`config.mk`:
```
export PLATFORM = sky130hd
export DESIGN_NAME = mem_arbiter
export DESIGN_NICKNAME = d
export VERILOG_FILES = /design/src/rtl/mem_if_pkg.sv /design/src/rtl/rr_pick2.sv /design/src/rtl/mem_arbiter.sv
export SDC_FILE = /design/constraint.sdc
export NUM_CORES = 1
export LEC_CHECK = 0
export ABC_AREA = 0
export BUFFER_PORTS_ARGS = -buffer_cell sky130_fd_sc_hd__clkbuf_2
export CAP_MARGIN = 20
export CORE_AREA = 2 2 335 337
export CTS_CLUSTER_DIAMETER = 60
export DETAILED_ROUTE_END_ITERATION = 6
export DIE_AREA = 0 0 337 339
export GPL_TIMING_DRIVEN = 0
export HOLD_SLACK_MARGIN = 0.1
export PLACE_DENSITY = 0.3
export SETUP_SLACK_MARGIN = 0.4
export SLEW_MARGIN = 15
export SYNTH_ARGS = -nofsm -noshare
export SYNTH_HDL_FRONTEND = slang
export SYNTH_SLANG_ARGS = --single-unit
```
`constraint.sdc`:
```
create_clock -name clk -period 1.99 [get_ports clk]
set_input_delay 0.2985 -clock clk [delete_from_list [all_inputs] [get_ports clk]]
set_output_delay 0.2985 -clock clk [all_outputs]
set_load 0.02 [all_outputs]
```
`src/rtl/mem_if_pkg.sv`:
```
// Shared definitions for the cache-to-memory arbiter: widths, FSM states and client ids.
package mem_if_pkg;

    localparam int ADDR_W = 28;
    localparam int DATA_W = 128;

    typedef enum logic [1:0] {
        IDLE   = 2'd0,
        BUSY_I = 2'd1,
        BUSY_D = 2'd2
    } state_t;

    localparam logic CL_I = 1'b0;
    localparam logic CL_D = 1'b1;

endpackage

```
`src/rtl/rr_pick2.sv`:
```
// Two-way round-robin chooser; the last-grant bit is held by the caller.
module rr_pick2
    import mem_if_pkg::*;
(
    input  logic req_i,
    input  logic req_d,
    input  logic last_grant,
    output logic grant
);

    // On contention the client that did not win last time goes next;
    // otherwise the lone requester wins (result is meaningless with no request).
    always_comb begin
        grant = CL_I;
        if (req_i && req_d) begin
            grant = ~last_grant;
        end else if (req_d) begin
            grant = CL_D;
        end
    end

endmodule

```
`src/rtl/mem_arbiter.sv`:
```
// Round-robin arbiter between I-cache and D-cache for a single shared slow memory.
module mem_arbiter #(
    parameter int ADDR_W = 28,
    parameter int DATA_W = 128
) (
    input  logic              clk,
    input  logic              rst_n,
    input  logic              i_read,
    input  logic              i_write,
    input  logic [ADDR_W-1:0] i_addr,
    input  logic [DATA_W-1:0] i_wdata,
    output logic [DATA_W-1:0] i_rdata,
    output logic              i_ready,
    input  logic              d_read,
    input  logic              d_write,
    input  logic [ADDR_W-1:0] d_addr,
    input  logic [DATA_W-1:0] d_wdata,
    output logic [DATA_W-1:0] d_rdata,
    output logic              d_ready,
    output logic              mem_read,
    output logic              mem_write,
    output logic [ADDR_W-1:0] mem_addr,
    output logic [DATA_W-1:0] mem_wdata,
    input  logic [DATA_W-1:0] mem_rdata,
    input  logic              mem_ready
);
    import mem_if_pkg::*;

    state_t state;
    logic   last_grant;
    logic   req_i;
    logic   req_d;
    logic   grant;

    assign req_i = i_read | i_write;
    assign req_d = d_read | d_write;

    rr_pick2 u_pick (
        .req_i      (req_i),
        .req_d      (req_d),
        .last_grant (last_grant),
        .grant      (grant)
    );

    assign i_ready = mem_ready && (state == BUSY_I);
    assign d_ready = mem_ready && (state == BUSY_D);
    assign i_rdata = mem_rdata;
    assign d_rdata = mem_rdata;

    always_ff @(posedge clk or negedge rst_n) begin
        if (!rst_n) begin
            state      <= IDLE;
            last_grant <= CL_D;
            mem_read   <= 1'b0;
            mem_write  <= 1'b0;
            mem_addr   <= '0;
            mem_wdata  <= '0;
        end else begin
            case (state)
                IDLE: begin
                    if (req_i || req_d) begin
                        last_grant <= grant;
                        // Write wins over read if a client illegally raises both.
                        if (grant == CL_D) begin
                            state     <= BUSY_D;
                            mem_write <= d_write;
                            mem_read  <= d_read & ~d_write;
                            mem_addr  <= d_addr;
                            mem_wdata <= d_wdata;
                        end else begin
                            state     <= BUSY_I;
                            mem_write <= i_write;
                            mem_read  <= i_read & ~i_write;
                            mem_addr  <= i_addr;
                            mem_wdata <= i_wdata;
                        end
                    end else begin
                        mem_read  <= 1'b0;
                        mem_write <= 1'b0;
                    end
                end
                BUSY_I, BUSY_D: begin
                    // Client inputs in the ready cycle are stale; the forced IDLE
                    // cycle guarantees a gap before the next grant is sampled.
                    if (mem_ready) begin
                        state     <= IDLE;
                        mem_read  <= 1'b0;
                        mem_write <= 1'b0;
                    end
                end
                default: begin
                    state     <= IDLE;
                    mem_read  <= 1'b0;
                    mem_write <= 1'b0;
                end
            endcase
        end
    end

    always @(posedge clk) begin
        if (rst_n) begin
            assert (!(i_read && i_write)) else $warning("i-cache raised read and write together");
            assert (!(d_read && d_write)) else $warning("d-cache raised read and write together");
        end
    end

endmodule

```
==> flow_summary_export.csv, run 1 <==
group,metric,value,unit
synthesis,synth_edf_count,0,
power,clkPwrFrac,11.3,%
detailed_routing,dr.pass1.iters,4,
power,switching_share,47.4,%
timing,setup_viol,0,
timing,rsz0062_at_grt,"true",
die,core.rowCount,122,
synthesis,syn_nets,1633,
synthesis,async_flop_share,100,%
cells_and_area,drive_gt1_share,67.4,%
detailed_routing,drt_wl_total,70000,um
power,p_int,17.2,mW
synthesis,ys_ff_latch,161,
cells_and_area,fill_cells,12293,
detailed_routing,vias_per_cell,3.39,
synthesis,synth_area_per_cell,8.25,um2
timing,maxSlewViolCount,0,
cells_and_area,stdcell_area,0.0241,mm2
clock_network,cts_tree,"yes",
die,die_w,337,um
cells_and_area,final_core_util,21.8,%
synthesis,synth_top_area_share,41.0,%
synthesis,ys_seq_area_share,41.3,%
die,coreArea,0.110,mm2
clock_network,cts-buffers-inserted,17,
clock_network,cts_sinks,161,
clock_network,insertion_delay,0.52,ns
setup_path,r2r_slack,0.21,ns
outcome,outcome,"complete, no violations",
setup_path,cp_max_fo,6,
synthesis,ys_types,31,
timing,fin_skew,0.0145,ns
placed_design,dpl_cell_area,0.0154,mm2
job,drv_cap,0,
timing,hold_viol_final,0,
setup_path,worstPathRequired,2.42,ns
die,dieArea,0.114,mm2
synthesis,synth_top_area_cell,"dfrtp_1",
power,fin_total_pwr,32.8,mW
cells_and_area,final_cell_mix,"clkbuf_2 (744), dlygate4sd3_1 (301), buf_4 (281)",
synthesis,syn_inst,1183,
setup_path,crit_arrival,2.21,ns
cells_and_area,final_common_cell,"clkbuf_2",
clock_network,clk_pin_slew_worst_paths,0.08,ns
clock_network,clockBufferDepth,2,
detailed_routing,num_vias,12952,
timing,layout_min_cycle_time,1.78,ns
synthesis,synthTopCellsByArea,"dfrtp_1 (41%), buf_4 (20%), a31oi_1 (10%)",
grt,grt_pass1_wl,94800,um
synthesis,ys_warn_count,0,
cells_and_area,syn2layout_area_growth,147,%
detailed_routing,routedWlPerCell,18.3,um
power,p_per_area,1360,mW/mm2
synthesis,synth_top_flop_cell,"dfrtp_1",
power,p_leak,10.4,nW
setup_path,start_kind,"register",
die,die_h,339,um
power,seq_power_share,19.6,%
grt,grt.overflow.total,0,
grt,grt_max_degree,71,
die,boundaryPins,863,
die,initial_core_util,8.85,%
timing,fin_crit_sh,89.6,%
cells_and_area,layout.nets,2768,
power,ir_worst_vdd,0.569,mV
placed_design,place.gp.congestion,0.753,
timing,relSlewSlack,37.6,%
clock_network,cts_htree_levels,4,
setup_path,worstSetupPathType,"reg2reg",
detailed_routing,drt_iter0_drc,336,
timing,max_freq,561,MHz
synthesis,synth_area,0.00976,mm2
grt,grt_use_total,11.6,%
power,p_switching,15.5,mW
grt,grt_pass1_vias,13744,
grt,antenna_found_initial,8,
detailed_routing,route.detailed.drc,0,
power,combPwrFrac,69.1,%
clock_network,cts-root-buf,"clkbuf_16",
setup_path,end_kind,"register",
timing,worst_pin_slew,0.937,ns
detailed_routing,antenna_left,0,
hold_path,holdCritPathClass,"in2reg",
placed_design,dp_hpwl,50000,um
placed_design,portBuffers,730,
## final timing paths
path | startpoint | cells past startpoint | end
max | state[1] | 9 | mem_wdata[97]
min | d_wdata[10] | 3 | mem_wdata[10]
max reg2reg | state[1] | 9 | mem_wdata[97]
min reg2reg | mem_write | 1 | mem_write
max in group asynchronous | rst_n | 3 | mem_wdata[36]
min in group asynchronous | rst_n | 2 | mem_wdata[108]
## sequential cells by signal (all words and copies together) (netlist names)
signal,cells
mem_addr,28
mem_write,1
mem_read,1
mem_wdata,128
last_grant,1
state,2
## cell usage after synthesis, types with 2 or more instances
cell,number
a31oi_1,156
clkbuf_1,83
buf_4,258
o21ai_0,156
ha_1,3
dfrtp_1,160
and2_1,2
buf_1,2
a21oi_1,157
nor2b_1,2
inv_1,2
nand2_1,3
nand3_1,2
buf_2,21
nor2_1,160
## routing by layer
metal  GRT usage, %  vias up  routed length, um
li1               -     6193                  -
met3           2.35       50               3620
met5              0        -                 12
met1           14.3     6235              30000
met2           20.2      472              35200
met4           3.19        2               1130
## logic make-up after synthesis
family,share of synthesized area [%]
adder cells (fa/ha/maj),0.385
AO/OA/AOI/OAI,27.1
AND/OR/NAND/NOR,6.99
flip-flops,41.3
buffers and inverters,24.3
## worst max-delay path, cell delays in order, from the launching register on
cell and delay [ns]:
dfrtp_1 0.43, inv_2 0.11, ha_4 0.19, o41a_1 0.17
buf_6 0.15, buf_6 0.14, buf_12 0.15, clkbuf_16 0.17
nor2_1 0.04, a21oi_1 0.13
## power by group through the flow
| stage | sequential [mW] | combinational (mW) | clock (mW) |
|---|---|---|---|
| after floorplan | 7.94 | 5.36 | 0 |
| after global placement | 6.05 | 13.1 | 0 |
| after detailed placement | 6.03 | 13.1 | 0 |
| after CTS | 6.14 | 19.4 | 3.91 |
| after global routing | 6.63 | 24.2 | 4.00 |
| final | 6.42 | 22.7 | 3.69 |
## timing repair
action,CTS,global route
resized for setup,503,353
endpoints found under the hold margin,317,0
setup endpoints to repair,162,160
hold buffers,301,0
pin swaps,113,41
setup buffers,33,9
cloned,27,11
## per-stage QoR
stage	hold slack [ns]	std cells	TNS, ns	worst slack [ns]
floorplan	0.00291	1183	0	0.375
CTS	0.101	3799	0	0.164
finish	0.149	3825	0	0.206
global placement	0.487	3401	-702.15	-3.44
detailed placement	0.218	3406	-88.50	-0.888
global route	0.106	3822	0	0.129
## area by class of cell
type                    count  area [um2]  share of cell area [%]
flip-flops and latches    161        4030                    16.7
clock inverters            11         130                   0.541
diodes                      6        15.0                  0.0624
inverters                   2        7.51                  0.0312
multi-input cells         656        6050                    25.1
clock buffers              21         460                    1.91
plain buffers             364        3340                    13.9
repair buffers           1116        8190                    34.0
well taps                1488        1860                    7.73
Note: power is estimated with default switching activity, not from simulation.
==> run 2: changes to the inputs <==
--- a/config.mk
+++ b/config.mk
@@ -14,6 +14,7 @@
 export DIE_AREA = 0 0 337 339
 export GPL_TIMING_DRIVEN = 0
 export HOLD_SLACK_MARGIN = 0.1
+export MAX_ROUTING_LAYER = met4
 export PLACE_DENSITY = 0.3
 export SETUP_SLACK_MARGIN = 0.4
 export SLEW_MARGIN = 15
==> flow_summary_export.csv, run 2 (same netlist as run 1, synthesis figures left out) <==
group,metric,value,unit
outcome,outcome,"complete, no violations",
cells_and_area,layout.nets,2767,
timing,fin_crit_sh,88.4,%
placed_design,place.gp.congestion,0.763,
die,boundaryPins,863,
clock_network,cts_htree_levels,4,
timing,hold_viol_final,0,
detailed_routing,wl_met1,29900,um
die,coreArea,0.110,mm2
cells_and_area,final_cell_mix,"clkbuf_2 (749), dlygate4sd3_1 (301), buf_4 (279)",
timing,setup_viol,0,
detailed_routing,dr.pass1.iters,7,
timing,fin_ws,0.232,ns
detailed_routing,routedWlPerCell,18.3,um
grt,antenna_found_initial,8,
clock_network,cts-root-buf,"clkbuf_16",
grt,grt_pass1_wl,94700,um
cells_and_area,fill_cells,12297,
power,p_per_area,1360,mW/mm2
clock_network,clk_pin_slew_worst_paths,0.08,ns
grt,grt_pass1_vias,13786,
cells_and_area,largest_register_ffs,128,
detailed_routing,route.detailed.drc,0,
timing,maxSlewViolCount,0,
placed_design,portBuffers,730,
cells_and_area,max_flop_register,"mem_wdata",
detailed_routing,met3_length,3410,um
power,fin_total_pwr,32.5,mW
clock_network,clockBufferDepth,2,
timing,finalSetupTns,0,ns
detailed_routing,drt_wl_total,70000,um
die,die_h,339,um
die,core.rowCount,122,
placed_design,preCtsSetupSlack,-0.888,ns
detailed_routing,drt_iter0_drc,342,
grt,grt.overflow.total,0,
grt,grt_use_total,11.9,%
timing,relSlewSlack,44.6,%
die,die_w,337,um
setup_path,worstSetupPathType,"reg2reg",
cells_and_area,final_common_cell,"clkbuf_2",
detailed_routing,route.met2.wl,35500,um
cells_and_area,multi_input_area,0.00592,mm2
cells_and_area,drive_gt1_share,66.6,%
clock_network,cts-buffers-inserted,17,
setup_path,start_kind,"register",
setup_path,end_kind,"register",
hold_path,hold_path_depth,3,
detailed_routing,vias_per_cell,3.40,
timing,layout_min_cycle_time,1.76,ns
setup_path,worstPathRequired,2.42,ns
cells_and_area,final_core_util,21.7,%
cells_and_area,syn2layout_area_growth,145,%
setup_path,cp_max_fo,6,
die,initial_core_util,8.85,%
power,ir_worst_vdd,0.560,mV
timing,max_freq,569,MHz
placed_design,dp_hpwl,50000,um
detailed_routing,antenna_left,0,
job,drv_cap,0,
setup_path,crit_arrival,2.19,ns
timing,fin_skew,0.0116,ns
detailed_routing,num_vias,13015,
cells_and_area,reg_top3,"mem_wdata x128, mem_addr x28, state x2",
die,dieArea,0.114,mm2
clock_network,insertion_delay,0.51,ns
power,p_leak,10.4,nW
grt,grt_max_degree,71,
setup_path,r2r_cells,9,
timing,worst_pin_slew,0.831,ns
timing,rsz0062_at_grt,"true",
detailed_routing,top_layer_used,"met4",
clock_network,cts_sinks,161,
clock_network,cts_tree,"yes",
cells_and_area,seq_area,0.00403,mm2
hold_path,holdCritPathClass,"in2reg",
==> run 2: path summary, 6_finish.rpt <==
kind	startpoint	to	slack, ns
setup / recovery	state[1]	mem_wdata[106]	0.23
hold / removal	d_wdata[10]	mem_wdata[10]	0.15
setup reg to reg	state[1]	mem_wdata[106]	0.23
hold reg to reg	mem_write	mem_write	0.50
max in group asynchronous	rst_n	mem_wdata[39]	0.97
min in group asynchronous	rst_n	mem_wdata[108]	0.24
==> run 2: timing repair <==
item | CTS | global route
gates cloned | 27 | 11
endpoints found under the hold margin | 317 | 0
hold buffers | 301 | 0
buffers inserted | 33 | 8
gates resized for setup | 503 | 325
setup endpoints to repair | 162 | 160
pin swaps | 113 | 44
==> run 2: metrics by stage <==
stage / cells / hold slack [ns] / area [um2]
6_report: 3824 / 0.153 / 23900
5_1_grt: 3822 / 0.113 / 23900
4_1_cts: 3799 / 0.101 / 22100
3_5_place_dp: 3406 / 0.218 / 15400
3_3_place_gp: 3401 / 0.487 / 15300
2_1_floorplan: 1183 / 0.00291 / 9770
==> run 2: worst max-delay path, cell delays in order, from the launching register on <==
cell	delay, ns
dfrtp_1	0.42
inv_2	0.11
ha_4	0.19
o41a_1	0.17
buf_6	0.15
buf_6	0.13
buf_12	0.15
clkbuf_16	0.17
nor2_1	0.04
a21oi_1	0.14
==> run 2: where the power goes <==
group          switching (mW)  leakage, nW  internal (mW)
clock network            1.73        0.276           1.92
registers                1.40         1.83           5.00
logic                    12.2         8.26           10.2
total                    15.4         10.4           17.1
==> run 2: final cells by class <==
class,count,share of cell area [%]
Buffer,364,14.0
Tap cell,1488,7.78
Antenna cell,6,0.0628
Clock inverter,11,0.544
Sequential cell,161,16.8
Inverter,2,0.0314
Timing Repair Buffer,1115,34.1
Multi-Input combinational cell,656,24.7
Clock buffer,21,1.92
==> run 2: per-layer routing <==
layer  vias up  track usage [%]
met3        48             2.08
met4         0             3.39
met2       474             20.2
met1      6302             14.3
met5         -                -
li1       6191                -
